--- src/rtl/mips_main_control_if.sv ---
// Control bundle between the MIPS main-control FSM and the multi-cycle datapath.
// master = controller side, slave = datapath/memory side.
interface mips_main_control_if #(
    parameter int RET_W = 16
);
    logic [5:0]       Op;
    logic             Mem_Ready;
    logic             PCWrite;
    logic             PCWriteCond;
    logic             IorD;
    logic             MemRead;
    logic             MemWrite;
    logic             MemtoReg;
    logic             IRWrite;
    logic             RegDst;
    logic             RegWrite;
    logic             ALUSrcA;
    logic [1:0]       ALUSrcB;
    logic [1:0]       ALU_OP;
    logic [1:0]       PCSource;
    logic [3:0]       State;
    logic             Illegal_Op;
    logic [RET_W-1:0] Retired;

    modport master (
        input  Op, Mem_Ready,
        output PCWrite, PCWriteCond, IorD, MemRead, MemWrite, MemtoReg, IRWrite,
               RegDst, RegWrite, ALUSrcA, ALUSrcB, ALU_OP, PCSource, State,
               Illegal_Op, Retired
    );

    modport slave (
        output Op, Mem_Ready,
        input  PCWrite, PCWriteCond, IorD, MemRead, MemWrite, MemtoReg, IRWrite,
               RegDst, RegWrite, ALUSrcA, ALUSrcB, ALU_OP, PCSource, State,
               Illegal_Op, Retired
    );
endinterface

--- src/rtl/mips_main_control.sv ---
// Multi-cycle MIPS main control FSM: sequences fetch/decode/execute/memory/writeback,
// with a memory-ready timeout that traps into a sticky ERROR state.
module mips_main_control #(
    parameter int MEM_TIMEOUT = 15,
    parameter int TMO_W       = 4,
    parameter int RET_W       = 16
) (
    input  logic                clk,
    input  logic                rst_n,
    mips_main_control_if.master bus
);
    typedef enum logic [3:0] {
        S_FETCH    = 4'd0,
        S_DECODE   = 4'd1,
        S_MEM_ADDR = 4'd2,
        S_MEM_RD   = 4'd3,
        S_WB_LW    = 4'd4,
        S_MEM_WR   = 4'd5,
        S_R_EXEC   = 4'd6,
        S_R_WB     = 4'd7,
        S_BEQ      = 4'd8,
        S_JUMP     = 4'd9,
        S_ERROR    = 4'd10
    } state_t;

    localparam logic [5:0]       OP_R    = 6'b000000;
    localparam logic [5:0]       OP_LW   = 6'b100011;
    localparam logic [5:0]       OP_SW   = 6'b101011;
    localparam logic [5:0]       OP_BEQ  = 6'b000100;
    localparam logic [5:0]       OP_J    = 6'b000010;
    localparam logic [TMO_W-1:0] WAIT_LAST = TMO_W'(MEM_TIMEOUT - 1);

    state_t           state_q, state_d;
    logic [TMO_W-1:0] wait_q, wait_d;
    logic [RET_W-1:0] retired_q;
    logic             is_sw_q, is_sw_d;
    logic             retire;
    logic             waiting;

    always_ff @(posedge clk or negedge rst_n) begin
        if (!rst_n) begin
            state_q   <= S_FETCH;
            wait_q    <= '0;
            retired_q <= '0;
            is_sw_q   <= 1'b0;
        end else begin
            state_q <= state_d;
            wait_q  <= wait_d;
            is_sw_q <= is_sw_d;
            if (retire) retired_q <= retired_q + 1'b1;
        end
    end

    // Wait counter defaults to clear; it only counts while parked in a memory state.
    always_comb begin
        state_d = state_q;
        wait_d  = '0;
        is_sw_d = is_sw_q;
        retire  = 1'b0;
        waiting = 1'b0;
        case (state_q)
            S_FETCH:    if (bus.Mem_Ready) state_d = S_DECODE; else waiting = 1'b1;
            S_DECODE: begin
                is_sw_d = (bus.Op == OP_SW);
                case (bus.Op)
                    OP_R:         state_d = S_R_EXEC;
                    OP_LW, OP_SW: state_d = S_MEM_ADDR;
                    OP_BEQ:       state_d = S_BEQ;
                    OP_J:         state_d = S_JUMP;
                    default:      state_d = S_ERROR;
                endcase
            end
            S_MEM_ADDR: state_d = is_sw_q ? S_MEM_WR : S_MEM_RD;
            S_MEM_RD:   if (bus.Mem_Ready) state_d = S_WB_LW; else waiting = 1'b1;
            S_MEM_WR: begin
                if (bus.Mem_Ready) begin
                    state_d = S_FETCH;
                    retire  = 1'b1;
                end else begin
                    waiting = 1'b1;
                end
            end
            S_R_EXEC:   state_d = S_R_WB;
            S_WB_LW, S_R_WB, S_BEQ, S_JUMP: begin
                state_d = S_FETCH;
                retire  = 1'b1;
            end
            S_ERROR:    state_d = S_ERROR;
            default:    state_d = S_FETCH;
        endcase
        if (waiting) begin
            if (wait_q == WAIT_LAST) state_d = S_ERROR;
            else                     wait_d  = wait_q + 1'b1;
        end
    end

    always_comb begin
        bus.PCWrite     = 1'b0;
        bus.PCWriteCond = 1'b0;
        bus.IorD        = 1'b0;
        bus.MemRead     = 1'b0;
        bus.MemWrite    = 1'b0;
        bus.MemtoReg    = 1'b0;
        bus.IRWrite     = 1'b0;
        bus.RegDst      = 1'b0;
        bus.RegWrite    = 1'b0;
        bus.ALUSrcA     = 1'b0;
        bus.ALUSrcB     = 2'b00;
        bus.ALU_OP      = 2'b00;
        bus.PCSource    = 2'b00;
        bus.Illegal_Op  = 1'b0;
        case (state_q)
            S_FETCH: begin
                bus.MemRead = 1'b1;
                bus.ALUSrcB = 2'b01;
                bus.ALU_OP  = 2'b10;
                bus.IRWrite = bus.Mem_Ready;
                bus.PCWrite = bus.Mem_Ready;
            end
            S_DECODE: begin
                bus.ALUSrcB = 2'b11;
                bus.ALU_OP  = 2'b10;
            end
            S_MEM_ADDR: begin
                bus.ALUSrcA = 1'b1;
                bus.ALUSrcB = 2'b10;
                bus.ALU_OP  = is_sw_q ? 2'b01 : 2'b10;
            end
            S_MEM_RD: begin
                bus.MemRead = 1'b1;
                bus.IorD    = 1'b1;
            end
            S_WB_LW: begin
                bus.RegWrite = 1'b1;
                bus.MemtoReg = 1'b1;
            end
            S_MEM_WR: begin
                bus.MemWrite = 1'b1;
                bus.IorD     = 1'b1;
            end
            S_R_EXEC:   bus.ALUSrcA = 1'b1;
            S_R_WB: begin
                bus.RegWrite = 1'b1;
                bus.RegDst   = 1'b1;
            end
            S_BEQ: begin
                bus.ALUSrcA     = 1'b1;
                bus.ALU_OP      = 2'b11;
                bus.PCWriteCond = 1'b1;
                bus.PCSource    = 2'b01;
            end
            S_JUMP: begin
                bus.PCWrite  = 1'b1;
                bus.PCSource = 2'b10;
            end
            S_ERROR:    bus.Illegal_Op = 1'b1;
            default: ;
        endcase
    end

    assign bus.State   = state_q;
    assign bus.Retired = retired_q;
endmodule

--- src/flat_wrapper.sv ---
// flat-port wrapper written by rule: the top's interface ports become plain ports
module mips_main_control_flat 
#(
    parameter int MEM_TIMEOUT = 15,
    parameter int TMO_W       = 4,
    parameter int RET_W       = 16
)
  (clk, rst_n, bus_Op, bus_Mem_Ready, bus_PCWrite, bus_PCWriteCond, bus_IorD, bus_MemRead, bus_MemWrite, bus_MemtoReg, bus_IRWrite, bus_RegDst, bus_RegWrite, bus_ALUSrcA, bus_ALUSrcB, bus_ALU_OP, bus_PCSource, bus_State, bus_Illegal_Op, bus_Retired);
  mips_main_control_if #(.RET_W(RET_W)) bus_i ();
  input  logic clk;
  input  logic rst_n;
  input wire logic [$bits(bus_i.Op)-1:0] bus_Op;
  input wire logic [$bits(bus_i.Mem_Ready)-1:0] bus_Mem_Ready;
  output wire logic [$bits(bus_i.PCWrite)-1:0] bus_PCWrite;
  output wire logic [$bits(bus_i.PCWriteCond)-1:0] bus_PCWriteCond;
  output wire logic [$bits(bus_i.IorD)-1:0] bus_IorD;
  output wire logic [$bits(bus_i.MemRead)-1:0] bus_MemRead;
  output wire logic [$bits(bus_i.MemWrite)-1:0] bus_MemWrite;
  output wire logic [$bits(bus_i.MemtoReg)-1:0] bus_MemtoReg;
  output wire logic [$bits(bus_i.IRWrite)-1:0] bus_IRWrite;
  output wire logic [$bits(bus_i.RegDst)-1:0] bus_RegDst;
  output wire logic [$bits(bus_i.RegWrite)-1:0] bus_RegWrite;
  output wire logic [$bits(bus_i.ALUSrcA)-1:0] bus_ALUSrcA;
  output wire logic [$bits(bus_i.ALUSrcB)-1:0] bus_ALUSrcB;
  output wire logic [$bits(bus_i.ALU_OP)-1:0] bus_ALU_OP;
  output wire logic [$bits(bus_i.PCSource)-1:0] bus_PCSource;
  output wire logic [$bits(bus_i.State)-1:0] bus_State;
  output wire logic [$bits(bus_i.Illegal_Op)-1:0] bus_Illegal_Op;
  output wire logic [$bits(bus_i.Retired)-1:0] bus_Retired;
  assign bus_i.Op = bus_Op;
  assign bus_i.Mem_Ready = bus_Mem_Ready;
  assign bus_PCWrite = bus_i.PCWrite;
  assign bus_PCWriteCond = bus_i.PCWriteCond;
  assign bus_IorD = bus_i.IorD;
  assign bus_MemRead = bus_i.MemRead;
  assign bus_MemWrite = bus_i.MemWrite;
  assign bus_MemtoReg = bus_i.MemtoReg;
  assign bus_IRWrite = bus_i.IRWrite;
  assign bus_RegDst = bus_i.RegDst;
  assign bus_RegWrite = bus_i.RegWrite;
  assign bus_ALUSrcA = bus_i.ALUSrcA;
  assign bus_ALUSrcB = bus_i.ALUSrcB;
  assign bus_ALU_OP = bus_i.ALU_OP;
  assign bus_PCSource = bus_i.PCSource;
  assign bus_State = bus_i.State;
  assign bus_Illegal_Op = bus_i.Illegal_Op;
  assign bus_Retired = bus_i.Retired;
  mips_main_control #(.MEM_TIMEOUT(MEM_TIMEOUT), .TMO_W(TMO_W), .RET_W(RET_W)) u_core (.clk(clk), .rst_n(rst_n), .bus(bus_i));
endmodule
--- config.mk ---
export PLATFORM = sky130hd
export DESIGN_NAME = mips_main_control_flat
export DESIGN_NICKNAME = d
export VERILOG_FILES = /design/src/rtl/mips_main_control_if.sv /design/src/rtl/mips_main_control.sv /design/src/flat_wrapper.sv
export SDC_FILE = /design/constraint.sdc
export NUM_CORES = 1
export LEC_CHECK = 0
export CORE_UTILIZATION = 45
export DETAILED_ROUTE_END_ITERATION = 10
export GPL_ROUTABILITY_DRIVEN = 1
export PLACE_DENSITY = 0.77
export SETUP_SLACK_MARGIN = 0.15
export SKIP_LAST_GASP = 1
export SLEW_MARGIN = 5
export SYNTH_ARGS = -nofsm -noshare
export SYNTH_HDL_FRONTEND = slang
export SYNTH_SLANG_ARGS = --single-unit
--- constraint.sdc ---
create_clock -name clk -period 4.1 [get_ports clk]
set_input_delay 0.82 -clock clk [delete_from_list [all_inputs] [get_ports clk]]
set_output_delay 0.82 -clock clk [all_outputs]
set_load 0.01 [all_outputs]
# [Word-level counts from Yosys, hierarchy flattened]
# Index checks and enable logic that the tools add are counted.
[totals] output_inout_bits=37 register_bits=25 elab_cells=60
[classes] eq_ne=15 n_reduce_logical=10 n_addsub=2 n_mux=29
[ops] cell="two-way mux 4 bit" count=7
[ops] cell="case mux 4 bit (7 select lines)" count=1
[ops] cell="adder 16 x 1 -> 16 bit (second input constant)" count=1
[ops] cell="== test 4 x 3 -> 1 bit (second input constant)" count=4
[ops] cell="== test 4 bit (second input constant)" count=4
[ops] cell="case mux 4 bit (4 select lines)" count=1
[ops] cell="two-way mux 1 bit" count=13
[ops] cell="== test 6 bit (second input constant)" count=2
[ops] cell="case mux 2 bit (3 select lines)" count=2
[ops] cell="OR reduction 2 bit" count=5
[ops] cell="== test 4 x 2 -> 1 bit (second input constant)" count=2
[ops] cell="== test 6 x 2 -> 1 bit (second input constant)" count=1
[ops] cell="== test 6 x 3 -> 1 bit (second input constant)" count=1
[ops] cell="zero test 6 bit" count=1
[ops] cell="OR reduction 3 bit" count=2
[ops] cell="adder 4 x 1 -> 4 bit (second input constant)" count=1
[ops] cell="== test 4 x 1 -> 1 bit (second input constant)" count=1
[ops] cell="zero test 4 bit" count=1
[ops] cell="case mux 1 bit (2 select lines)" count=2
[ops] cell="case mux 2 bit (2 select lines)" count=1
[ops] cell="OR reduction 4 bit" count=1
[ops] cell="two-way mux 3 bit" count=1
[ops] cell="two-way mux 2 bit" count=1

# [Logic depth before layout (Yosys ltp)]
# Gate-level depths: netlist of the first run.
[depth] depth_word=6 ltp_mapped=6 depth_no_buf=5

# [Worst setup path before layout of the first run]
# OpenSTA, ideal clock, no wires.
[synth_timing] path_type="input to output" start="input bus_Mem_Ready" end="output bus_PCWrite" t_arrival_ns=1.351 path_stages=3 path_buffers=0 slack_ns=1.929 cell_sequence="nand2_1 nor3_1 or2_2"
[synth_via] elab_chain_cells=1
[synth_lines] item="start: declaration" line="flat_wrapper.sv:13" rtl="input wire logic [$bits(bus_i.Mem_Ready)-1:0] bus_Mem_Ready;"
[synth_lines] item="case mux 1 bit (2 select lines)" line="mips_main_control.sv:112" rtl="case (state_q)"
[synth_lines] item="end: declaration" line="flat_wrapper.sv:14" rtl="output wire logic [$bits(bus_i.PCWrite)-1:0] bus_PCWrite;"
# No other way between the ends.

# [Worst setup path after layout of the first run]
# Same ends and word-level chain as after synthesis.

==> results of run 1 <==
==> cells in the mapped netlist, drive strengths merged (2+ instances only) <==
cell type / number
nand3: 7
nor3: 14
clkbuf: 3
ha: 3
nand4: 3
xor2: 14
inv: 3
nor4: 4
and3b: 2
nand2b: 7
xnor2: 5
o21ai: 4
o22ai: 2
buf: 4
nor3b: 3
or2: 3
nor4b: 2
nand2: 9
nor2: 19
dfrtp: 25
a21oi: 2
mux2: 2
nand3b: 2
or3: 2
and2: 2
nor2b: 2
==> metrics by stage <==
stage / utilization [%] / cells / hold WS (ns)
3_5_place_dp: 63.5 / 240 / 0.477
4_1_cts: 64.4 / 244 / 0.495
2_1_floorplan: - / 158 / 0.454
3_3_place_gp: 63.5 / 240 / 0.472
6_report: 64.4 / 244 / 0.490
5_1_grt: 64.4 / 244 / 0.510
==> worst max-delay path: stages <==
cell             delay [ns]
clkdlybuf4s50_1        0.59
nand2_1                0.07
nor3_1                 0.19
or2_2                  0.15
clkdlybuf4s50_1        0.52
==> sequential cells by signal, summed over array words and instances, names as in the netlist <==
name / count
u_core.bus.Retired: 16
u_core.bus.State: 4
u_core.is_sw_q: 1
u_core.wait_q: 4
==> layer usage <==
layer	vias to the layer above	global-route usage, %
li1	636	-
met1	619	27.0
met2	31	35.9
met3	2	4.33
met4	0	3.99
met5	-	0
==> worst min path at each step <==
stage	startpoint	to	slack (ns)	cells after the start
final	u_core.bus.Retired[15]	u_core.bus.Retired[15]	0.49	1
after global routing	u_core.bus.Retired[15]	u_core.bus.Retired[15]	0.51	1
after CTS	u_core.bus.Retired[15]	u_core.bus.Retired[15]	0.50	1
after detailed placement	u_core.bus.Retired[15]	u_core.bus.Retired[15]	0.48	1
after global placement	u_core.wait_q[0]	u_core.wait_q[0]	0.47	1
after floorplan	u_core.wait_q[0]	u_core.wait_q[0]	0.45	1
==> power by group <==
part / leakage (nW) / internal (mW) / switching, mW
Sequential: 0.286 / 0.313 / 0.151
Combinational: 0.447 / 0.404 / 0.350
Clock: 0.0150 / 0.0380 / 0.0661
==> cells by family (layout without fill, tap and decap cells) <==
group           Yosys count  after routing  share of synthesized area, %
xor+xnor                 19             19                          11.1
mux                       2              2                          1.50
fa+ha+maj                 3              3                          2.50
simple gates             84             84                          32.9
compound gates           15             15                          7.17
buf+inv                  10             52                          3.17
flops                    25             25                          41.7
==> final cells by class <==
cell class	count	area (sq um)	share of cell area, %
clock buffers	4	26.3	1.32
inverters	3	11.3	0.564
multi-input cells	123	828	41.5
flip-flops and latches	25	626	31.3
well taps	44	55.1	2.76
repair buffers	45	450	22.6
==> flow_summary.yaml, run 1 <==
floorplan:
  start_util_pct: 48.4
  core_sq_um: 3100
  rows: 20
  dieArea_sq_um: 3570
  chipWidth_microns: 59.8
  boundaryPins: 46
  die_h_microns: 59.8
placement:
  place_congestion: 0.898
  port_buffers: 45
  hpwl_mm: 2.49
  place_ws_ns: 0.944
  placed_area_sq_um: 1970
run:
  maxCapViolCount: 0
yosys:
  synth_top_cell_area_share_pct: 41.7
  syn_area_per_cell_sq_um: 9.50
  synthArstFlopShare_pct: 100
  synth_top_area_cell: "dfrtp_1"
  ys_warn_count: 0
  syn_nets: 170
  synth_ff_type: "dfrtp_1"
  netlist_instances: 158
  ys_ff_latch: 25
  synth.distinct_cells: 42
  synthesis.area_sq_um: 1500
  synth_area_leaders: "dfrtp_1, xor2_1, nor2_1"
  synth_edf_count: 0
  seq_area_frac_synth_pct: 41.7
power:
  p_leak_nw: 0.748
  ir_worst_vdd_mv: 0.377
  p_total_mw: 1.32
  p_per_area_nw_per_um2: 662
global_route:
  grt_pass1_vias: 1238
  antenna_found_initial: 0
  grt_use_total_pct: 20.8
  grt_pass1_wl_mm: 5.60
  grt_overflow: 0
  grt_max_degree: 26
detailed_routing:
  wl_met1_mm: 1.54
  wl_met3_microns: 151
  via_count: 1288
  wl_met2_mm: 1.64
  wl_per_cell_microns: 13.7
  drtIter0Drc: 48
  ant_nets: 0
  wl_mm: 3.35
  drc: 0
  avgViaCountPerCell: 5.28
  dr.max_layer_used: "met4"
  drt-pass1-iter-count: 4
status:
  run_status: "completed"
setup_path:
  reg2reg_depth: 4
  crit_type: "input pin to primary output"
  rr_endpoint: "u_core.bus.Retired[9]"
  crit_start: "bus_Mem_Ready"
  crit_fanout: 7
  start_kind: "input pin"
  worstPathRequired_ns: 3.28
  r2r_start: "u_core.bus.State[2]"
  endpoint: "bus_PCWrite"
  cp.arrival_ns: 2.34
  endpoint_kind: "primary output"
  ff2ff_setup_slack_ns: 2.11
layout:
  num-nets-final: 213
  fill_cells: 294
  drive_above_1_share_pct: 9.00
  fin_area_sq_um: 2000
  layout_commonest_cell: "clkdlybuf4s50_1"
  area_growth_pct: 33.0
  diodes: 0
  layout_common_cells: "clkdlybuf4s50_1, dfrtp_1, nor2_1"
min_path:
  min_path_type: "register to register"
clock_network:
  post_cts_buffers: 0
  clock_path_buffers: 2
  cts_htree_levels: 1
  clock_latency_ns: 0.31
  cts_root_buffer: "clkbuf_4"
  cts.sinks: 25
  ctsResizeCount: 0
  cts_tree: "yes"
  holdBufCountCts: 0
  cts_buffers: 3
  clkTransAtPathRegs_ns: 0.12
sta:
  hold_viol: 0
  worstMarginPinSlew_ns: 1.06
  min_period_ns: 3.16
  max_slew_margin_pct: 29.3
  setup_viol: 0
  rsz0062_at_grt: "no"
  fmax_ghz: 0.316
  report.final.slew_viol_count: 0
  setup-tns-final_ns: 0
  finalCritPeriodShare_pct: 77.1
  fin_ws_ns: 0.937
  finalClockSkew_ns: 0.00434
Power figures use the tool's default switching activity.
==> run 2: changes to the inputs <==
--- a/config.mk
+++ b/config.mk
@@ -5,10 +5,10 @@
 export SDC_FILE = /design/constraint.sdc
 export NUM_CORES = 1
 export LEC_CHECK = 0
-export CORE_UTILIZATION = 45
+export CORE_UTILIZATION = 42
 export DETAILED_ROUTE_END_ITERATION = 10
 export GPL_ROUTABILITY_DRIVEN = 1
-export PLACE_DENSITY = 0.77
+export PLACE_DENSITY = 0.76
 export SETUP_SLACK_MARGIN = 0.15
 export SKIP_LAST_GASP = 1
 export SLEW_MARGIN = 5
==> constraint.sdc (replaced) <==
create_clock -name clk -period 2.62 [get_ports clk]
set_input_delay 0.524 -clock clk [delete_from_list [all_inputs] [get_ports clk]]
set_output_delay 0.524 -clock clk [all_outputs]
set_load 0.01 [all_outputs]
==> flow_summary.yaml, run 2 (same netlist as run 1, synthesis figures left out) <==
layout:
  largest_reg_flops: 16
  num-nets-final: 225
  drive_above_1_share_pct: 16.5
  fin_area_sq_um: 2100
  fill_cells: 285
  multi_input_area_sq_um: 828
  layout_commonest_cell: "clkdlybuf4s50_1"
  seq_area_sq_um: 631
  area_growth_pct: 40.2
  diodes: 0
  layout_common_cells: "clkdlybuf4s50_1, dfrtp_1, nor2_1"
detailed_routing:
  drc: 0
  drtIter0Drc: 64
  wl_per_cell_microns: 13.9
  wl_mm: 3.58
  drt-pass1-iter-count: 4
  avgViaCountPerCell: 5.35
  via_count: 1380
  ant_nets: 0
sta:
  setup_viol: 0
  timing.hold.ws_ns: 0.480
  max_slew_margin_pct: 71.7
  worstMarginPinSlew_ns: 0.421
  fmax_ghz: 0.417
  hold_viol: 0
  min_period_ns: 2.40
  finalCritPeriodShare_pct: 91.5
  rsz0062_at_grt: "yes"
  report.final.slew_viol_count: 0
  setup-tns-final_ns: 0
  fin_ws_ns: 0.221
  finalClockSkew_ns: 0.00188
power:
  ir_worst_vdd_mv: 0.621
  p_per_area_nw_per_um2: 1040
  p_leak_nw: 0.855
floorplan:
  dieArea_sq_um: 3820
  die_h_microns: 61.8
  chipWidth_microns: 61.8
  rows: 21
  start_util_pct: 44.3
  core_sq_um: 3390
  boundaryPins: 46
setup_path:
  worstPathRequired_ns: 2.10
  cp.arrival_ns: 1.87
  crit_fanout: 14
  endpoint_kind: "primary output"
  start_kind: "register"
  crit_type: "register to primary output"
placement:
  hpwl_mm: 2.58
  port_buffers: 45
  place_ws_ns: 0.164
  place_congestion: 0.805
  placed_area_sq_um: 2010
clock_network:
  cts_htree_levels: 1
  cts_buffers: 3
  cts_tree: "yes"
  clock_latency_ns: 0.32
  clock_path_buffers: 2
  holdBufCountCts: 0
  cts_root_buffer: "clkbuf_4"
  cts.sinks: 25
  clkTransAtPathRegs_ns: 0.13
global_route:
  use_met3_pct: 2.48
  grt_use_total_pct: 19.5
  grt_pass1_wl_mm: 5.49
  grt_pass1_vias: 1285
  antenna_found_initial: 0
  grtUsageMet2_pct: 35.8
  grt_overflow: 0
  met1_usage_pct: 21.9
  grt.busiest_layer: "met2"
  grt_max_degree: 26
status:
  run_status: "completed"
run:
  maxCapViolCount: 0
min_path:
  min_path_type: "register to register"
-- run 2: final timing paths --
check                                  startpoint  cells past startpoint  slack [ns]                      to
min in group asynchronous                   rst_n                      2        0.54  u_core.bus.Retired[15]
max in group asynchronous                   rst_n                      2        1.82     u_core.bus.State[0]
setup / recovery              u_core.bus.State[1]                      5        0.22             bus_MemRead
hold / removal             u_core.bus.Retired[15]                      1        0.48  u_core.bus.Retired[15]
hold reg to reg            u_core.bus.Retired[15]                      1        0.48  u_core.bus.Retired[15]
setup reg to reg              u_core.bus.State[3]                      5        0.67   u_core.bus.Retired[9]
-- run 2: metrics by stage --
step	utilization (%)	cells	power, mW
after floorplan	-	158	1.37
final	62.1	258	2.18
after CTS	61.3	256	2.17
after detailed placement	59.3	247	1.95
after global placement	59.3	247	1.91
after global routing	62.1	258	2.36
-- run 2: area by class of cell --
class / count / area share [%]
well taps: 46 / 2.73
inverters: 3 / 0.535
multi-input cells: 123 / 39.4
clock inverters: 1 / 0.238
clock buffers: 3 / 1.07
repair buffers: 57 / 26.1
flip-flops and latches: 25 / 30.0
-- run 2: what timing repair did --
item	CTS	global route
resized for setup	6	4
endpoints found under the setup margin	5	6
gates cloned	0	0
buffers inserted	5	2
-- run 2: where the power goes --
group	switching, mW	leakage [nW]	internal (mW)	total (mW)
Sequential	0.162	0.281	0.498	0.661
Clock	0.116	0.0177	0.0573	0.173
Combinational	0.645	0.557	0.704	1.35
Total	0.923	0.855	1.26	2.18
-- run 2: per-layer routing --
metal / share of wire, % / vias to the layer above
met4: 2.8 / 0
met2: 52 / 59
met1: 41 / 647
met5: 0 / -
li1: - / 661
met3: 5.0 / 13
-- run 2: worst max-delay path, cell delays in order (launching register included) --
cell and delay (ns):
dfrtp_2 0.47, buf_6 0.16, nand2b_1 0.12, nand2_1 0.10, nor3_1 0.15, clkdlybuf4s50_1 0.56
==> run 3: changes to the inputs <==
--- a/config.mk
+++ b/config.mk
@@ -5,6 +5,7 @@
 export SDC_FILE = /design/constraint.sdc
 export NUM_CORES = 1
 export LEC_CHECK = 0
+export CAP_MARGIN = 20
 export CORE_UTILIZATION = 42
 export DETAILED_ROUTE_END_ITERATION = 10
 export GPL_ROUTABILITY_DRIVEN = 1
==> results of run 3 <==
No change in the layout: final DEF, timing and power equal those of run 2.
